==> config.mk <==
export PLATFORM = sky130hd
export DESIGN_NAME = pc_redirect_ctrl
export DESIGN_NICKNAME = d
export VERILOG_FILES = /design/src/rtl/pc_redirect_ctrl.sv
export SDC_FILE = /design/constraint.sdc
export NUM_CORES = 1
export LEC_CHECK = 0
export CORE_ASPECT_RATIO = 0.5
export CORE_MARGIN = 3
export CORE_UTILIZATION = 37
export CTS_CLUSTER_DIAMETER = 50
export DETAILED_ROUTE_END_ITERATION = 6
export MAX_ROUTING_LAYER = met4
export PLACE_DENSITY = 0.81
export SYNTH_ARGS = -nofsm -noshare
export SYNTH_HDL_FRONTEND = slang
export SYNTH_SLANG_ARGS = --single-unit
==> constraint.sdc <==
create_clock -name clk -period 2.9 [get_ports clk]
set_clock_uncertainty 0.2 [all_clocks]
set_input_delay 0.435 -clock clk [delete_from_list [all_inputs] [get_ports clk]]
set_output_delay 0.435 -clock clk [all_outputs]
set_load 0.02 [all_outputs]
==> src/rtl/pc_redirect_ctrl.sv <==
`timescale 1ns/1ps
// pc_redirect_ctrl
//   Fetch-redirect controller. Arbitrates trap > branch > fence redirect
//   requests, holds the chosen target until fetch is ready, drives the
//   PC-set channel and the wrong-path flush window for fetch/decode.
//   Optional build macro: PCL_REDIRECT_ALIGN_CHK_EN
//     defined   : accepted targets with tgt[1:0] != 0 are acked but
//                 dropped, oMisalign pulses, no redirect/flush is started.
//     undefined : no alignment check, oMisalign tied low.
module pc_redirect_ctrl #(
   parameter int unsigned FLUSH_CYC = 1,
   parameter logic [31:0] RST_TGT   = 32'h0000_0000
) (
   input  logic        clk,
   input  logic        rst,
   input  logic        iTrapEn,
   input  logic [31:0] iTrapTgt,
   input  logic        iBrEn,
   input  logic [31:0] iBrTgt,
   input  logic        iFenceEn,
   input  logic [31:0] iFenceTgt,
   input  logic        iFetchRdy,
   output logic        oTrapAck,
   output logic        oBrAck,
   output logic        oFenceAck,
   output logic        oSetEn,
   output logic [31:0] oSetTgt,
   output logic        oFlush,
   output logic        oMisalign
);

   typedef enum logic [1:0] {
      ST_IDLE  = 2'd0,
      ST_ISSUE = 2'd1,
      ST_FLUSH = 2'd2
   } state_t;

   localparam logic [1:0] LP_FCNT_INIT = 2'(FLUSH_CYC - 1);

   state_t      r_state;
   state_t      w_state_nxt;
   logic [1:0]  r_fcnt;
   logic [1:0]  w_fcnt_nxt;
   logic [31:0] r_tgt;
   logic [31:0] w_tgt_nxt;

   logic        w_trap_ack;
   logic        w_br_ack;
   logic        w_fence_ack;
   logic        w_accept;
   logic [31:0] w_sel_tgt;
   logic        w_misalign;
   logic        w_load;

   // Fixed-priority arbitration; acks are gated by reset so they read 0 while rst is low
   always_comb begin
      w_trap_ack  = 1'b0;
      w_br_ack    = 1'b0;
      w_fence_ack = 1'b0;
      w_sel_tgt   = iTrapTgt;
      if (rst) begin
         if (iTrapEn) begin
            w_trap_ack = 1'b1;
            w_sel_tgt  = iTrapTgt;
         end else if (r_state == ST_IDLE) begin
            if (iBrEn) begin
               w_br_ack  = 1'b1;
               w_sel_tgt = iBrTgt;
            end else if (iFenceEn) begin
               w_fence_ack = 1'b1;
               w_sel_tgt   = iFenceTgt;
            end
         end
      end
   end

   assign w_accept = w_trap_ack | w_br_ack | w_fence_ack;

`ifdef PCL_REDIRECT_ALIGN_CHK_EN
   assign w_misalign = w_accept & (w_sel_tgt[1:0] != 2'b00);
`else
   assign w_misalign = 1'b0;
`endif

   assign w_load = w_accept & ~w_misalign;

   // Next-state, flush counter and target selection
   always_comb begin
      w_state_nxt = r_state;
      w_fcnt_nxt  = r_fcnt;
      w_tgt_nxt   = r_tgt;
      if (w_load) begin
         w_tgt_nxt = w_sel_tgt;
      end
      unique case (r_state)
         ST_IDLE: begin
            if (w_load) begin
               w_state_nxt = ST_ISSUE;
            end
         end
         ST_ISSUE: begin
            if (w_accept) begin
               // a trap replaces the pending target; a dropped misaligned trap cancels it
               w_state_nxt = w_misalign ? ST_IDLE : ST_ISSUE;
            end else if (iFetchRdy) begin
               w_state_nxt = ST_FLUSH;
               w_fcnt_nxt  = LP_FCNT_INIT;
            end
         end
         ST_FLUSH: begin
            if (w_accept) begin
               w_state_nxt = w_misalign ? ST_IDLE : ST_ISSUE;
            end else if (r_fcnt == 2'd0) begin
               w_state_nxt = ST_IDLE;
            end else begin
               w_fcnt_nxt = r_fcnt - 2'd1;
            end
         end
         default: begin
            w_state_nxt = ST_IDLE;
         end
      endcase
   end

   // State, counter and target registers
   always_ff @(posedge clk or negedge rst) begin
      if (!rst) begin
         r_state <= ST_IDLE;
         r_fcnt  <= '0;
         r_tgt   <= RST_TGT;
      end else begin
         r_state <= w_state_nxt;
         r_fcnt  <= w_fcnt_nxt;
         r_tgt   <= w_tgt_nxt;
      end
   end

   assign oTrapAck  = w_trap_ack;
   assign oBrAck    = w_br_ack;
   assign oFenceAck = w_fence_ack;
   assign oSetEn    = (r_state == ST_ISSUE) & iFetchRdy;
   assign oSetTgt   = r_tgt;
   assign oFlush    = (r_state != ST_IDLE) | w_load;
   assign oMisalign = w_misalign;

endmodule

# --- Word level (Yosys, flattened, before mapping) ---
# Cells that the tools add are included.
word_totals:
  ff_bits: 36
  latch_bits: 0
  mem_bits_rw: 0
  romBits: 0
  inputBits: 102
  output_inout_bits: 38
  elab_cells: 50
  mem_count: 0
classes:
  add_sub_neg: 1
  n_mul: 0
  div_mod_pow: 0
  n_lt_le_gt_ge: 0
  n_eq_ne: 9
  n_shift: 0
  muxes: 27
  n_bitwise: 4
  reduce_logical: 6
ops:
  columns: ["op", "count"]
  rows:
  - ["32-bit two-way mux", 5]
  - ["2-bit two-way mux", 9]
  - ["1-bit two-way mux", 11]
  - ["2-bit inequality test (second input constant)", 5]
  - ["3-bit inequality test (second input constant)", 2]
  - ["2-bit case mux with 3 select lines", 1]
  - ["5-bit AND reduction", 1]
  - ["2-bit zero test", 2]
  - ["2-bit case mux with 2 select lines", 1]
  - ["2-bit nonzero test", 2]
  - ["1-bit OR", 3]
  - ["3-bit AND reduction", 1]
  - ["2-bit by 1-bit == test with 1-bit output (second input constant)", 1]
  - ["2-bit == test (second input constant)", 1]
  - ["2-bit by 1-bit subtractor with 2-bit output (second input constant)", 1]
  - ["1-bit bitwise AND", 1]

# --- Depth between registers and ports, before layout ---
depth:
  word_depth: 8
  mapped_depth: 6
  mapped_depth_nobuf: 5

# --- Worst setup path before layout ---
# Ideal clock, no wire load.
synth_timing:
  path_type: "input to register"
  startpoint: "input iTrapEn"
  endpoint: "register r_tgt[0], in the netlist oSetTgt[0]"
  setup_time_ns: 0.128
  arrival_ns: 1.898
  slack_ns: 0.674
  path_stages: 5
  path_buffers: 1
  path_cell_list: "or4b_4 nor2_8 buf_6 mux2_1 mux2_1"
synth_between:
  elab_chain_len: 4
  word_cells_on_any_way: 10
  classes_between: "mux (8); bitwise (2)"
synth_rtl:
  columns: ["element", "line_no", "source"]
  rows:
  - ["start, declared", "16", "input logic iTrapEn,"]
  - ["1-bit two-way mux", "62", "if (iTrapEn) begin"]
  - ["1-bit two-way mux", "61", "if (rst) begin"]
  - ["1-bit OR (2 in series)", "77", "assign w_accept = w_trap_ack | w_br_ack | w_fence_ack;"]
  - ["end signal, assigned", "134", "r_tgt <= w_tgt_nxt;"]
  - ["end, declared", "44", "logic [31:0] r_tgt;"]
# Parallel ways exist; a longest one is shown, timed or not.
# A chain may end at the register's enable or synchronous reset.

# --- Worst setup path in the final report ---
layout_timing:
  startpoint: "input iTrapEn"
  endpoint: "output oFenceAck"
layout_between:
  elab_chain_len: 2
layout_rtl:
  columns: ["element", "line_no", "source"]
  rows:
  - ["1-bit two-way mux", "62", null]
  - ["1-bit two-way mux", "61", null]
  - ["end, declared", "25", "output logic oFenceAck,"]
# No other way between the ends.

==> flow_results.org <==
** Run status
- Outcome :: complete, no violations

** Global route
- The first global-routing pass estimated 9.88 mm of wire.
- Antenna violations before repair :: 0
- The via count of the first global-routing pass is 1988.
- In the global route stage, overall resource usage came out at 18.4%.
- Entering global routing, the biggest net connects 40 pins.
- For this run the aggregate overflow at the end of global routing stands at 0.

** Placement
- Placed standard-cell area :: 0.00370 mm²
- After legalization and detailed placement, the total HPWL measured slightly below 5 mm.
- The count of buffers added on input and output ports is 138.
- In this run, placement finished with an instance count of around 380.
- Routability-driven placement congestion ratio :: between 0.7 and 0.8

** Finish
- Share of cells above drive strength 1 :: 15.7%
- Cells fill between 60% and 70% of the core in the end.
- Signed area change from the synthesized netlist to the final layout :: 72.4%
- Post-layout instance count excluding filler cells :: 385
- Nets@finish :: 415
- After routing the design area is 0.00386 mm².
- 0 antenna diodes ended up in the layout.
- Number of inserted filler cells in the final layout :: 448

** Setup path
- The worst register-to-register path begins at r_state[1]$_DFFE_PN0P_.
- For flop-to-flop paths, the worst setup slack is 560 ps.
- Required time of the worst setup path :: 2270 ps
- At the worst endpoint, the arrival time is 2070 ps.
- Setup crit end kind :: output pin
- Critical setup path kind :: input port to output pin
- Along the worst path, the maximum fanout reaches 4.
- In this run the critical register-to-register path is captured at oSetTgt[7]$_DFFE_PN0P_.
- FF-to-FF path depth :: 5
- The worst setup path is launched from an input port.

** Synthesis
- The netlist uses 24 different library cells.
- Largest family of logic cells by synthesized area :: multiplexers
- The portion of synthesized area spent on multiplexers is 48.2%.
- Number of warnings printed during yosys synthesis :: 0
- Fraction of synthesized cell area in xor and xnor cells :: 0%
- Counting every instance in the synthesized netlist gives between 150 and 200.
- Summing the areas of all fa, ha and maj instances in the mapped netlist gives 0.559% of the synthesized area.
- Netlist Area Pre-Place :: between 0.002 and 0.0025 mm²
- Basic-gate share of the synthesized area counting and, or, nand and nor cells :: 4.80%
- Yosys mapped a number of flops with a built-in enable equal to 0.
- A synthesized cell averages 12.9 µm².
- Flip-flop cell with the highest count after synthesis :: dfrtp_1
- Fraction of the mapped netlist area in compound gates :: 1.56%
- Count of state elements after synthesis :: 36
- After synthesis, flip-flops and latches occupy 40.2% of the total area.
- For this run, asynchronously set or reset flops after synthesis account for 100%.
- Counting every net in the synthesized netlist gives 276.

** Die
- The floorplan step set the die width to 116 µm.
- Ports placed on the boundary :: 140
- Initial core utilization :: 39.6%
- Std cell rows :: 19
- The floorplan step defined a die boundary enclosing around 0.007 mm².
- The die is 61.0 µm tall.
- In this run the standard cell core region covers 0.00566 mm².

** Drt
- Detailed Routing Iterations Pass 1 :: 4
- For this block, the via count after detailed routing is 1833.
- Avg WL per Cell :: 16.4 µm
- Residual DRC count :: 0
- Avg Vias per Cell :: 4.76
- Overall routed net length :: around 6.3 mm
- Count of nets left with antenna violations after detail routing :: 0
- The first routing iteration left 62 violations.

** STA
- The count of endpoints failing hold in the final timing report is 0.
- Achievable frequency :: 0.370 GHz
- Final-report setup violation count :: 0
- Number of max-slew violations in the final report :: 0
- Shortest clock period the worst path allows after layout :: 2700 ps
- Setup repair after global routing left no endpoint under its margin.
- In the finished design, the share of the clock period the worst path needs comes to 93.2%.
- Final Hold Slack :: between 20 and 25 ps

** Power
- Registers are responsible for between 30% and 40% of the overall power.
- Internal power :: roughly 1.4 mW
- In this run the power spent charging and discharging nets is 0.561 mW.
- Maximum VDD drop :: 0.265 mV
- Summed over all cells, the static leakage comes to about 1.6 nW.
- Of the total power, the clock network draws 28.3%.
- Per report_power, the combinational group accounts for 37.7% of the total.
- Post-layout power :: slightly below 2 mW
- Dividing total power by cell area gives a power density of 507 mW/mm².
- Switch share :: between 20 and 30%

** Clocking
- TritonCTS created 5 clock buffers.
- CTS tree :: built
- CTS clk-pin slew, worst paths :: approximately 50 ps
- The tree is rooted in a clkbuf_16.
- In this run the deepest clock path goes through 2 buffers.
- H-tree depth :: 2
- Worst-Skew Late Latency :: between 200 and 300 ps
- Number of clock sinks :: 36
- Number of buffers added to fix hold violations after cts :: 0

** Flow run
- Across the run, the number of max-cap violations was 0.

** Hold path
- Path category of the worst min-delay check :: input port to async pin
-- kinds of logic (layout without fill, tap and decap cells) --
logic type      count (synthesis)  in the layout
compound gates                  5              5
other cells                     1              1
buf+inv                        17            156
mux                            96             96
simple gates                   17             17
flops                          36             36
fa+ha+maj                       1              1
-- what timing repair did --
action                     in CTS  in global routing
gates resized for setup         1                  2
setup buffers                   0                  0
setup endpoints to repair       1                  2
gates cloned                    0                  0
-- power groups by stage --
stage / sequential, mW / clock (mW) / combinational [mW]
floorplan: 0.789 / 0 / 0.216
global placement: 0.666 / 0 / 0.734
detailed placement: 0.675 / 0 / 0.747
CTS: 0.669 / 0.563 / 0.750
global route: 0.683 / 0.589 / 0.784
finish: 0.666 / 0.553 / 0.737
-- worst max-delay path: stages --
cell	delay, ps
clkdlybuf4s50_1	450
or4b_4	620
nor3b_1	210
dlygate4sd2_1	350
-- cell type report --
cell class / count / area [µm²] / area share, %
Clock buffer: 7 / 153 / 3.95
Inverter: 6 / 22.5 / 0.583
Multi-Input combinational cell: 120 / 1240 / 32.1
Sequential cell: 36 / 901 / 23.3
Tap cell: 73 / 91.3 / 2.37
Timing Repair Buffer: 143 / 1460 / 37.7
-- synth_stat cells, types with 2 or more instances --
cell,instances,share of area (%)
mux2_1,62,31
buf_4,2,0.67
nor3b_1,2,0.67
inv_1,6,1.0
nor2_1,6,1.0
nand2b_1,2,0.56
buf_6,3,1.5
buf_2,5,1.1
dfrtp_1,36,40
nand2_1,3,0.50
mux2_2,33,17
-- cells in the final DEF, fill, tap and decap left out, types with 2 or more instances in the layout --
cell	synthesis	routed
buf_12	0	3
buf_4	2	2
clkbuf_16	0	5
clkbuf_8	0	2
clkdlybuf4s50_1	0	134
dfrtp_1	36	36
dlymetal6s2s_1	0	2
inv_1	6	6
mux2_1	62	62
mux2_2	33	33
nand2_1	3	3
nand2b_1	2	2
nor2_1	6	6
nor3b_1	2	2
-- state kept, by name, summed over array words and instances, names as in the netlist --
name / count
oSetTgt: 32
r_fcnt: 2
r_state: 2
-- how the worst max path moves through the flow --
stage	startpoint	to	slack [ps]	cells past startpoint
after floorplan	iTrapEn	oSetTgt[0]$_DFFE_PN0P_	670	5
after global placement	iTrapEn	oFenceAck	-90	4
after detailed placement	iTrapEn	oFenceAck	-90	4
after CTS	iTrapEn	oBrAck	4	4
after global routing	iTrapEn	oFenceAck	160	4
final	iTrapEn	oFenceAck	200	4
-- per-stage QoR --
step                      worst slack, ps  TNS (ps)
final                                 197         0
after global routing                  156         0
after floorplan                       674         0
after detailed placement            -87.3     -87.3
after CTS                            3.53         0
after global placement              -90.7     -90.7
-- routing by layer --
layer  global-route usage [%]  routed length, µm  vias up
li1                         -                  -      891
met1                     21.9               2600      900
met2                     34.3               3450       40
met3                     2.55                225        2
met4                     3.64                 21        0
met5                        -                  0        -
(Power assumes the default switching activity.)
